==> src/rtl/switch_pkg.sv <==
// Shared types and constants for the crossbar frame scheduler.
package switch_pkg;

   localparam int N_PORTS_DEF = 4;
   localparam int DEST_W_DEF  = $clog2(N_PORTS_DEF);

   typedef logic [DEST_W_DEF-1:0] port_idx_t;

   typedef enum logic [0:0] {
      IDLE = 1'b0,
      BUSY = 1'b1
   } out_state_e;

   // Round-robin successor of a port index
   function automatic int wrap_inc(input int idx, input int n);
      return (idx >= n - 32'sd1) ? 32'sd0 : idx + 32'sd1;
   endfunction

endpackage

==> src/rtl/rr_arbiter.sv <==
// Combinational round-robin pick: first set request at or after ptr, wrapping.
module rr_arbiter #(
   parameter  int N_PORTS = 4,
   localparam int DEST_W  = $clog2(N_PORTS)
) (
   input  logic [N_PORTS-1:0] req,
   input  logic [DEST_W-1:0]  ptr,
   output logic [N_PORTS-1:0] gnt,
   output logic [DEST_W-1:0]  gnt_idx,
   output logic               found
);

   logic [DEST_W:0]   sum_s;
   logic [DEST_W-1:0] idx_s;

   // Scan from ptr upward modulo N_PORTS, keep the first hit
   always_comb begin
      gnt     = '0;
      gnt_idx = '0;
      found   = 1'b0;
      sum_s   = '0;
      idx_s   = '0;
      for (int k = 0; k < N_PORTS; k++) begin
         sum_s = {1'b0, ptr} + (DEST_W+1)'(k);
         if (sum_s >= (DEST_W+1)'(N_PORTS)) begin
            sum_s = sum_s - (DEST_W+1)'(N_PORTS);
         end else begin
            sum_s = sum_s;
         end
         idx_s = sum_s[DEST_W-1:0];
         if (!found && req[idx_s]) begin
            gnt[idx_s] = 1'b1;
            gnt_idx    = idx_s;
            found      = 1'b1;
         end else begin
            found = found;
         end
      end
   end

endmodule

==> src/rtl/switch_scheduler.sv <==
// Per-output round-robin frame scheduler driving crossbar selects and per-input grants.
module switch_scheduler
   import switch_pkg::*;
#(
   parameter  int N_PORTS = N_PORTS_DEF,
   localparam int DEST_W  = $clog2(N_PORTS)
) (
   input  logic                        clk_i,
   input  logic                        rst_i,
   input  logic [N_PORTS-1:0]          req_valid_i,
   input  logic [N_PORTS*DEST_W-1:0]   req_dest_i,
   input  logic [N_PORTS-1:0]          eop_i,
   output logic [N_PORTS-1:0]          grant_o,
   output logic [N_PORTS*DEST_W-1:0]   sel_o,
   output logic [N_PORTS-1:0]          out_busy_o
);

   out_state_e          state_r [N_PORTS];
   logic [DEST_W-1:0]   sel_r   [N_PORTS];
   logic [DEST_W-1:0]   ptr_r   [N_PORTS];
   logic [DEST_W-1:0]   dest_r  [N_PORTS];
   logic [N_PORTS-1:0]  grant_r;

   logic [N_PORTS-1:0]  cand_s    [N_PORTS];
   logic [N_PORTS-1:0]  win_s     [N_PORTS];
   logic [DEST_W-1:0]   win_idx_s [N_PORTS];
   logic [N_PORTS-1:0]  win_any_s;
   logic [N_PORTS-1:0]  take_s;
   logic [N_PORTS-1:0]  rel_s;
   logic [N_PORTS-1:0]  grant_nxt_s;

   // Candidate matrix: ungranted, valid inputs addressing each output
   always_comb begin
      for (int j = 0; j < N_PORTS; j++) begin
         cand_s[j] = '0;
         for (int i = 0; i < N_PORTS; i++) begin
            if (req_valid_i[i] && !grant_r[i] &&
                (req_dest_i[i*DEST_W +: DEST_W] == DEST_W'(j))) begin
               cand_s[j][i] = 1'b1;
            end else begin
               cand_s[j][i] = 1'b0;
            end
         end
      end
   end

   for (genvar j = 0; j < N_PORTS; j++) begin : g_arb
      rr_arbiter #(.N_PORTS(N_PORTS)) u_arb (
         .req     (cand_s[j]),
         .ptr     (ptr_r[j]),
         .gnt     (win_s[j]),
         .gnt_idx (win_idx_s[j]),
         .found   (win_any_s[j])
      );
   end

   // Releases and new wins per output; an output never does both in one cycle
   always_comb begin
      take_s      = '0;
      rel_s       = '0;
      grant_nxt_s = grant_r;
      for (int j = 0; j < N_PORTS; j++) begin
         take_s[j] = (state_r[j] == IDLE) && win_any_s[j];
         rel_s[j]  = (state_r[j] == BUSY) && eop_i[sel_r[j]] &&
                     (dest_r[sel_r[j]] == DEST_W'(j));
         if (rel_s[j]) begin
            grant_nxt_s[sel_r[j]] = 1'b0;
         end else if (take_s[j]) begin
            grant_nxt_s = grant_nxt_s | win_s[j];
         end else begin
            grant_nxt_s = grant_nxt_s;
         end
      end
   end

   // Output FSMs, owner/pointer registers and per-input latched destination
   always_ff @(posedge clk_i or negedge rst_i) begin
      if (!rst_i) begin
         grant_r <= '0;
         for (int j = 0; j < N_PORTS; j++) begin
            state_r[j] <= IDLE;
            sel_r[j]   <= '0;
            ptr_r[j]   <= '0;
            dest_r[j]  <= '0;
         end
      end else begin
         grant_r <= grant_nxt_s;
         for (int j = 0; j < N_PORTS; j++) begin
            case (state_r[j])
               IDLE: begin
                  if (take_s[j]) begin
                     state_r[j] <= BUSY;
                     sel_r[j]   <= win_idx_s[j];
                     ptr_r[j]   <= DEST_W'(wrap_inc(int'(win_idx_s[j]), N_PORTS));
                  end
               end
               BUSY: begin
                  if (rel_s[j]) begin
                     state_r[j] <= IDLE;
                  end
               end
               default: state_r[j] <= IDLE;
            endcase
         end
         for (int i = 0; i < N_PORTS; i++) begin
            if (!grant_r[i] && grant_nxt_s[i]) begin
               dest_r[i] <= req_dest_i[i*DEST_W +: DEST_W];
            end
         end
      end
   end

   // Flatten register state onto the output buses
   always_comb begin
      sel_o      = '0;
      out_busy_o = '0;
      for (int j = 0; j < N_PORTS; j++) begin
         sel_o[j*DEST_W +: DEST_W] = sel_r[j];
         out_busy_o[j]             = (state_r[j] == BUSY);
      end
   end

   assign grant_o = grant_r;

endmodule

==> config.mk <==
export PLATFORM = sky130hd
export DESIGN_NAME = switch_scheduler
export DESIGN_NICKNAME = d
export VERILOG_FILES = /design/src/rtl/switch_pkg.sv /design/src/rtl/rr_arbiter.sv /design/src/rtl/switch_scheduler.sv
export SDC_FILE = /design/constraint.sdc
export NUM_CORES = 1
export LEC_CHECK = 0
export CAP_MARGIN = 15
export CORE_MARGIN = 10
export CORE_UTILIZATION = 29
export CTS_CLUSTER_SIZE = 28
export DETAILED_ROUTE_END_ITERATION = 6
export PLACE_DENSITY = 0.48
export SYNTH_ARGS = -nofsm -noshare
export SYNTH_HDL_FRONTEND = slang
export SYNTH_SLANG_ARGS = --single-unit
==> constraint.sdc <==
create_clock -name clk_i -period 3.65 [get_ports clk_i]
set_input_delay 0.5475 -clock clk_i [delete_from_list [all_inputs] [get_ports clk_i]]
set_output_delay 0.5475 -clock clk_i [all_outputs]
set_load 0.01 [all_outputs]
# After elaboration in Yosys (flattened, before gate mapping)
# Index checks and enable logic that the tools add are counted.
# W data, S select, Z words.
[word_totals] register_bits=32 in_bits=18 output_inout_bits=16 word_cells=449
[classes] n_reduce_logical=93 addsub=32 order_cmp=64 mux=196 eq_ne=15 bitwise_logic=32
[ops] operator="$mux W4" count=24
[ops] operator="$mux W2" count=44
[ops] operator="$mux W1" count=80
[ops] operator="$logic_and A1 B1 Y1" count=68
[ops] operator="$or A4 B4 Y4" count=16
[ops] operator="$lt A2 B3 Y1 const B" count=20
[ops] operator="$ge A3 B3 Y1 const B" count=16
[ops] operator="$bmux W1 S2" count=20
[ops] operator="$demux W1 S2" count=20
[ops] operator="$ge A2 B1 Y1 const B" count=20
[ops] operator="$sub A2 B1 Y2 const B" count=16
[ops] operator="$add A2 B2 Y3 const B" count=8
[ops] operator="$eq A2 B2 Y1 const B" count=10
[ops] operator="$and A4 B4 Y4" count=4
[ops] operator="$bmux W2 S2" count=4
[ops] operator="$logic_not A1 Y1" count=16
[ops] operator="$not A4 Y4" count=4
[ops] operator="$add A2 B1 Y3 const B" count=4
[ops] operator="$ge A2 B3 Y1 const B" count=4
[ops] operator="$not A2 Y3" count=4
[ops] operator="$eq A2 B1 Y1 const B" count=5
[ops] operator="$logic_not A2 Y1" count=5
[ops] operator="$add A2 B1 Y2 const B" count=4
[ops] operator="$ge A2 B2 Y1 const B" count=4
[ops] operator="3 further kinds" count=12

# Logic depth before layout (Yosys ltp)
[logic_depth] word_depth=29 mapped_depth=11 ltp_nobuf=10

# Modules after synthesis
# Synthesis repeated with hierarchy kept, for this count alone.
[hier_totals] cells_unflattened=390 area_unflattened_um2=3733.6
[by_module_without_submodules] mod="switch_scheduler" area_each_um2=2049.5 instances=1 seq_area_each_um2=800.8 cells_per_inst=210
[by_module_without_submodules] mod="rr_arbiter (g_arb[0].u_arb ...)" area_each_um2=421.7 instances=3 seq_area_each_um2=0.0 cells_per_inst=45
[by_module_without_submodules] mod="rr_arbiter (g_arb[3].u_arb)" area_each_um2=419.2 instances=1 seq_area_each_um2=0.0 cells_per_inst=45

# Worst setup path after synthesis
# OpenSTA, ideal clock, no wires.
[synth_timing] path_type="register to register" start="reg with a tool-made name" end="reg dest_r[0] (netlist name)" synth_period_minus_slack_ns=3.341 setup_slack_ns=0.309 path_buffers=2 path_stages_with_launch=12 setup_time_ns=0.128 required_time_ns=3.522 t_arrival_ns=3.213 cell_sequence="dfrtp_1 > clkbuf_1 > inv_1 > ha_1 > clkbuf_1 > mux4_2 > and2_1 > a221oi_1 > o2bb2ai_1 > a211o_1 > a21oi_2 > mux2_1"
[synth_rtl] element="end signal, assigned by index" line_no="switch_scheduler.sv:107" text="dest_r[i] <= req_dest_i[i*DEST_W +: DEST_W];"
[synth_rtl] element="end, declared" line_no="switch_scheduler.sv:21" text="logic [DEST_W-1:0] dest_r [N_PORTS];"

# Worst setup path after layout
[layout_timing] start="in req_dest_i[4]" end="reg dest_r[4] (netlist name)"
[layout_between] elab_chain_len=28 elab_cells_between_ends=132 cone_classes="eq/ne (3); mux (76); bitwise (19); reduce/logical (34)"
[layout_lines] element="start, declared" line_no="switch_scheduler.sv:11" text="input logic [N_PORTS*DEST_W-1:0] req_dest_i,"
[layout_lines] element="$logic_not A2 Y1" line_no="switch_scheduler.sv:38" text="(req_dest_i[i*DEST_W +: DEST_W] == DEST_W'(j))) begin"
[layout_lines] element="$logic_and A1 B1 Y1" line_no="switch_scheduler.sv:37" text="if (req_valid_i[i] && !grant_r[i] &&"
[layout_lines] element="$mux W1" line_no="switch_scheduler.sv:37"
[layout_lines] element="$bmux W1 S2" line_no="rr_arbiter.sv:31" text="if (!found && req[idx_s]) begin"
[layout_lines] element="$mux W1 (implied by the code)" line_no="rr_arbiter.sv:31"
[layout_lines] element="$mux W1" line_no="rr_arbiter.sv:31"
[layout_lines] element="$logic_not A1 Y1" line_no="rr_arbiter.sv:31"
[layout_lines] element="$logic_and A1 B1 Y1" line_no="rr_arbiter.sv:31"
[layout_lines] element="[... 12 more ...]"
[layout_lines] element="$mux W4" line_no="switch_scheduler.sv:66" text="if (rel_s[j]) begin"
[layout_lines] element="$or A4 B4 Y4" line_no="switch_scheduler.sv:69" text="grant_nxt_s = grant_nxt_s | win_s[j];"
[layout_lines] element="$mux W4" line_no="switch_scheduler.sv:68" text="end else if (take_s[j]) begin"
[layout_lines] element="$mux W4" line_no="switch_scheduler.sv:66"
[layout_lines] element="$or A4 B4 Y4" line_no="switch_scheduler.sv:69"
[layout_lines] element="$mux W4" line_no="switch_scheduler.sv:68"
[layout_lines] element="$mux W4 (*)" line_no="switch_scheduler.sv:66"
[layout_lines] element="$logic_and A1 B1 Y1 (*)" line_no="switch_scheduler.sv:106" text="if (!grant_r[i] && grant_nxt_s[i]) begin"
# Every way passes the cells marked *; elsewhere a longest branch is shown, timed or not. The select of a mux whose other input is x is not followed.
# A chain may end at the register's enable or synchronous reset.

==> summary.md <==
| Metric | Value |
|---|---|
| Endpoint arrival time on the critical path | 3.73 ns |
| Pin count of the biggest net entering global routing | 33 |
| Hold violation count in the final report | 0 |
| Diode count | 0 |
| Final count of pins violating max slew | 0 |
| Remaining antenna violation count | 0 |
| Fraction of layout instances using a drive strength above 1 | 24.3% |
| Vias per inst | between 5 and 6 |
| Layout fillers | 1306 |
| Library cells used by synthesis | 73 |
| GRT Overall Usage | 15.7% |
| Synth warn | 0 |
| Relative slew slack | 44.5% |
| Max cap viols | 0 |
| Syn Inst Count | 438 |
| Most used standard cell by instance count after synthesis | nor2_1 |
| Maximum root-to-sink buffer count | 2 |
| TritonCTS clock tree | yes |
| Worst IR Drop VDD | 0.000344 V |
| Critical path class | in -> reg |
| Die Wd | 135 um |
| Detailed-route via count | 4130 |
| Insertion delay of the later-clocked pin in the worst-skew pair | between 0.2 and 0.3 ns |
| Synth top area cells | dfrtp_1 (21%), mux4_2 (12%), ha_1 (6.5%) |
| I/O pin count | 34 |
| Outcome | finished clean |
| Number of nets in the layout | 584 |
| Height of the die | 135 um |
| GR Util met3 | 2.89% |
| Max frequency | roughly 280 MHz |
| Wire length of the first global-routing pass | 22900 um |
| Count of state elements after synthesis | 32 |
| Number of I/O port buffers | 33 |
| Pre-CTS setup slack | -0.179 ns |
| Number of antenna violations at the first check in global routing | 0 |
| Slew at the pin closest to its max-slew limit | 0.833 ns |
| HPWL after DPL | 11600 um |
| Grt met1 use | approximately 20% |
| Total negative setup slack | 0 ns |
| Post-route standard cell area excluding fillers | 0.00510 mm^2 |
| Top cell type's share of synthesized area | 20.9% |
| Leakage power total | ~2 nW |
| Number of gates resized after cts | 0 |
| PD cells | 754 mW/mm^2 |
| Syn_area_per_cell | about 9 um^2 |
| CORE AREA | between 0.01 and 0.015 mm^2 |
| Number of DRC violations after detailed routing | 0 |
| 1st-iter DRT viols | ~500 |
| Min-Delay Path Class | in -> async |
| Cell area after technology mapping | ~0.0038 mm^2 |
| Post-CTS Repair Setup Buffers | 0 |
| Placed standard-cell area | 0.00494 mm^2 |
| Critical path required time | 3.82 ns |
| Most frequent cells after synthesis | nor2_1 (43), nand2_1 (33), dfrtp_1 (32) |
| Net count after synthesis | about 480 |
| Grt met2 use | between 20% and 30% |
| Maximum fanout along the worst path | 8 |
| Global route hottest layer | met2 |
| Tcrit/Tclk final | a little over nine tenths |
| Number of enable-type register cells in the synthesized netlist | 0 |
| Final-report setup violation count | 0 |
| Unrepaired setup endpoints after global routing | false |
| Std-Cell Rows | 41 |
| Critical path endpoint category | flop |
| # H-tree levels | 2 |
| Cts bufs inserted | 5 |
| Final setup margin | 0.0895 ns |
| Final weighted congestion of routability-driven global placement | 0.942 |
| Most area-hungry cell type in the Yosys netlist | dfrtp_1 |
| Aggregate global routing overflow | 0 |
| Utilization after layout | approximately two fifths |
| Routed length per placed instance | 20.1 um |
| Fin Clk Skew | 0.00427 ns |
| Worst-path clk slew | 0.06 ns |
| Detailed-router iteration count before antenna repair | 5 |
| Kind of launch point of the worst setup path | primary input |
| Clock Sink Count | 32 |
| Routed Wire Length | 14500 um |
| CTS root buffer | clkbuf_16 |
| Layout-stage area growth over the synthesis result | 33.0% |
| Clock period minus final worst setup slack | 3.56 ns |
| Hold Buf Count CTS | 0 |
| Most common flop cell mapped by yosys | dfrtp_1 |
| Die area | 0.0182 mm^2 |
| Initial core utilization | 30.0% |
| Portion of the post-synthesis area used by sequential elements | 20.9% |
| Post-synthesis async set-or-reset flop share | 100% |
| Vias in the first global route | 4159 |
-- layer usage --
metal / up-vias / part of all wire (%)
li1: 1953 / -
met2: 138 / 47
met3: 19 / 5.8
met4: 0 / 1.7
met1: 2020 / 45
met5: - / 0
-- layout make-up --
cell class | instances | area (um^2) | share of cell area [%]
inverters | 17 | 68.8 | 1.35
repair buffers | 118 | 963 | 18.9
flip-flops and latches | 32 | 801 | 15.7
multi-input cells | 372 | 2910 | 57.0
clock inverters | 3 | 23.8 | 0.466
well taps | 172 | 215 | 4.22
clock buffers | 5 | 125 | 2.45
-- critical path: stages --
cell	delay, ns
clkdlybuf4s50_1	0.61
buf_4	0.17
or4bb_1	0.55
mux4_2	0.56
nor2_4	0.14
a221o_1	0.17
a221oi_1	0.09
o21a_1	0.13
o41a_1	0.43
mux2_1	0.33
-- path summary, 6_finish.rpt --
check                              start                    endpoint  slack (ns)  cells after the start
max in group asynchronous          rst_i  asynchronous set/reset pin        2.77                      1
hold reg to reg                dest_r[2]                   dest_r[2]        0.57                      1
hold / removal                     rst_i  asynchronous set/reset pin        0.36                      1
setup reg to reg              grant_o[3]                   dest_r[4]        0.46                      9
min in group clk_i             dest_r[2]                   dest_r[2]        0.57                      1
setup / recovery           req_dest_i[4]                   dest_r[4]        0.09                     10
-- report_power, final --
group / internal, W / switching (W) / total (W)
combinational: 0.00122 / 0.00134 / 0.00256
clock: 0.000255 / 0.000200 / 0.000455
sequential: 0.000535 / 0.000297 / 0.000832
-- cells in the final DEF, fill, tap and decap left out, drive strengths merged, types with 4 or more instances in the layout --
cell and count:
a21o 8, a21oi 31, a221o 4, a221oi 5
a31oi 12, and4b 6, buf 86, clkbuf 5
clkdlybuf4s50 32, dfrtp 32, ha 20, inv 15
mux2 9, mux4 21, nand2 33, nand3 14
nand3b 8, nand4 8, nand4b 6, nor2 44
nor2b 4, nor3 11, nor4b 4, nor4bb 8
o211ai 4, o21ai 30, or4b 6, or4bb 8
xnor2 4
-- cells by family after synthesis --
logic type,share of synthesized area (%)
XOR/XNOR,0.913
adder cells (fa/ha/maj),6.52
AND/OR/NAND/NOR,28.4
multiplexers,15.7
flip-flops,20.9
AO/OA/AOI/OAI,23.8
buffers and inverters,3.81
-- per-stage QoR --
| stage | cells | power, W | hold WS (ns) |
|---|---|---|---|
| after floorplan | 438 | 0.00237 | 0.252 |
| after global placement | 711 | 0.00332 | 0.563 |
| after detailed placement | 711 | 0.00336 | 0.555 |
| after CTS | 719 | 0.00383 | 0.394 |
| after global routing | 719 | 0.00413 | 0.425 |
| final | 719 | 0.00385 | 0.357 |
Power figures use the tool's default switching activity.
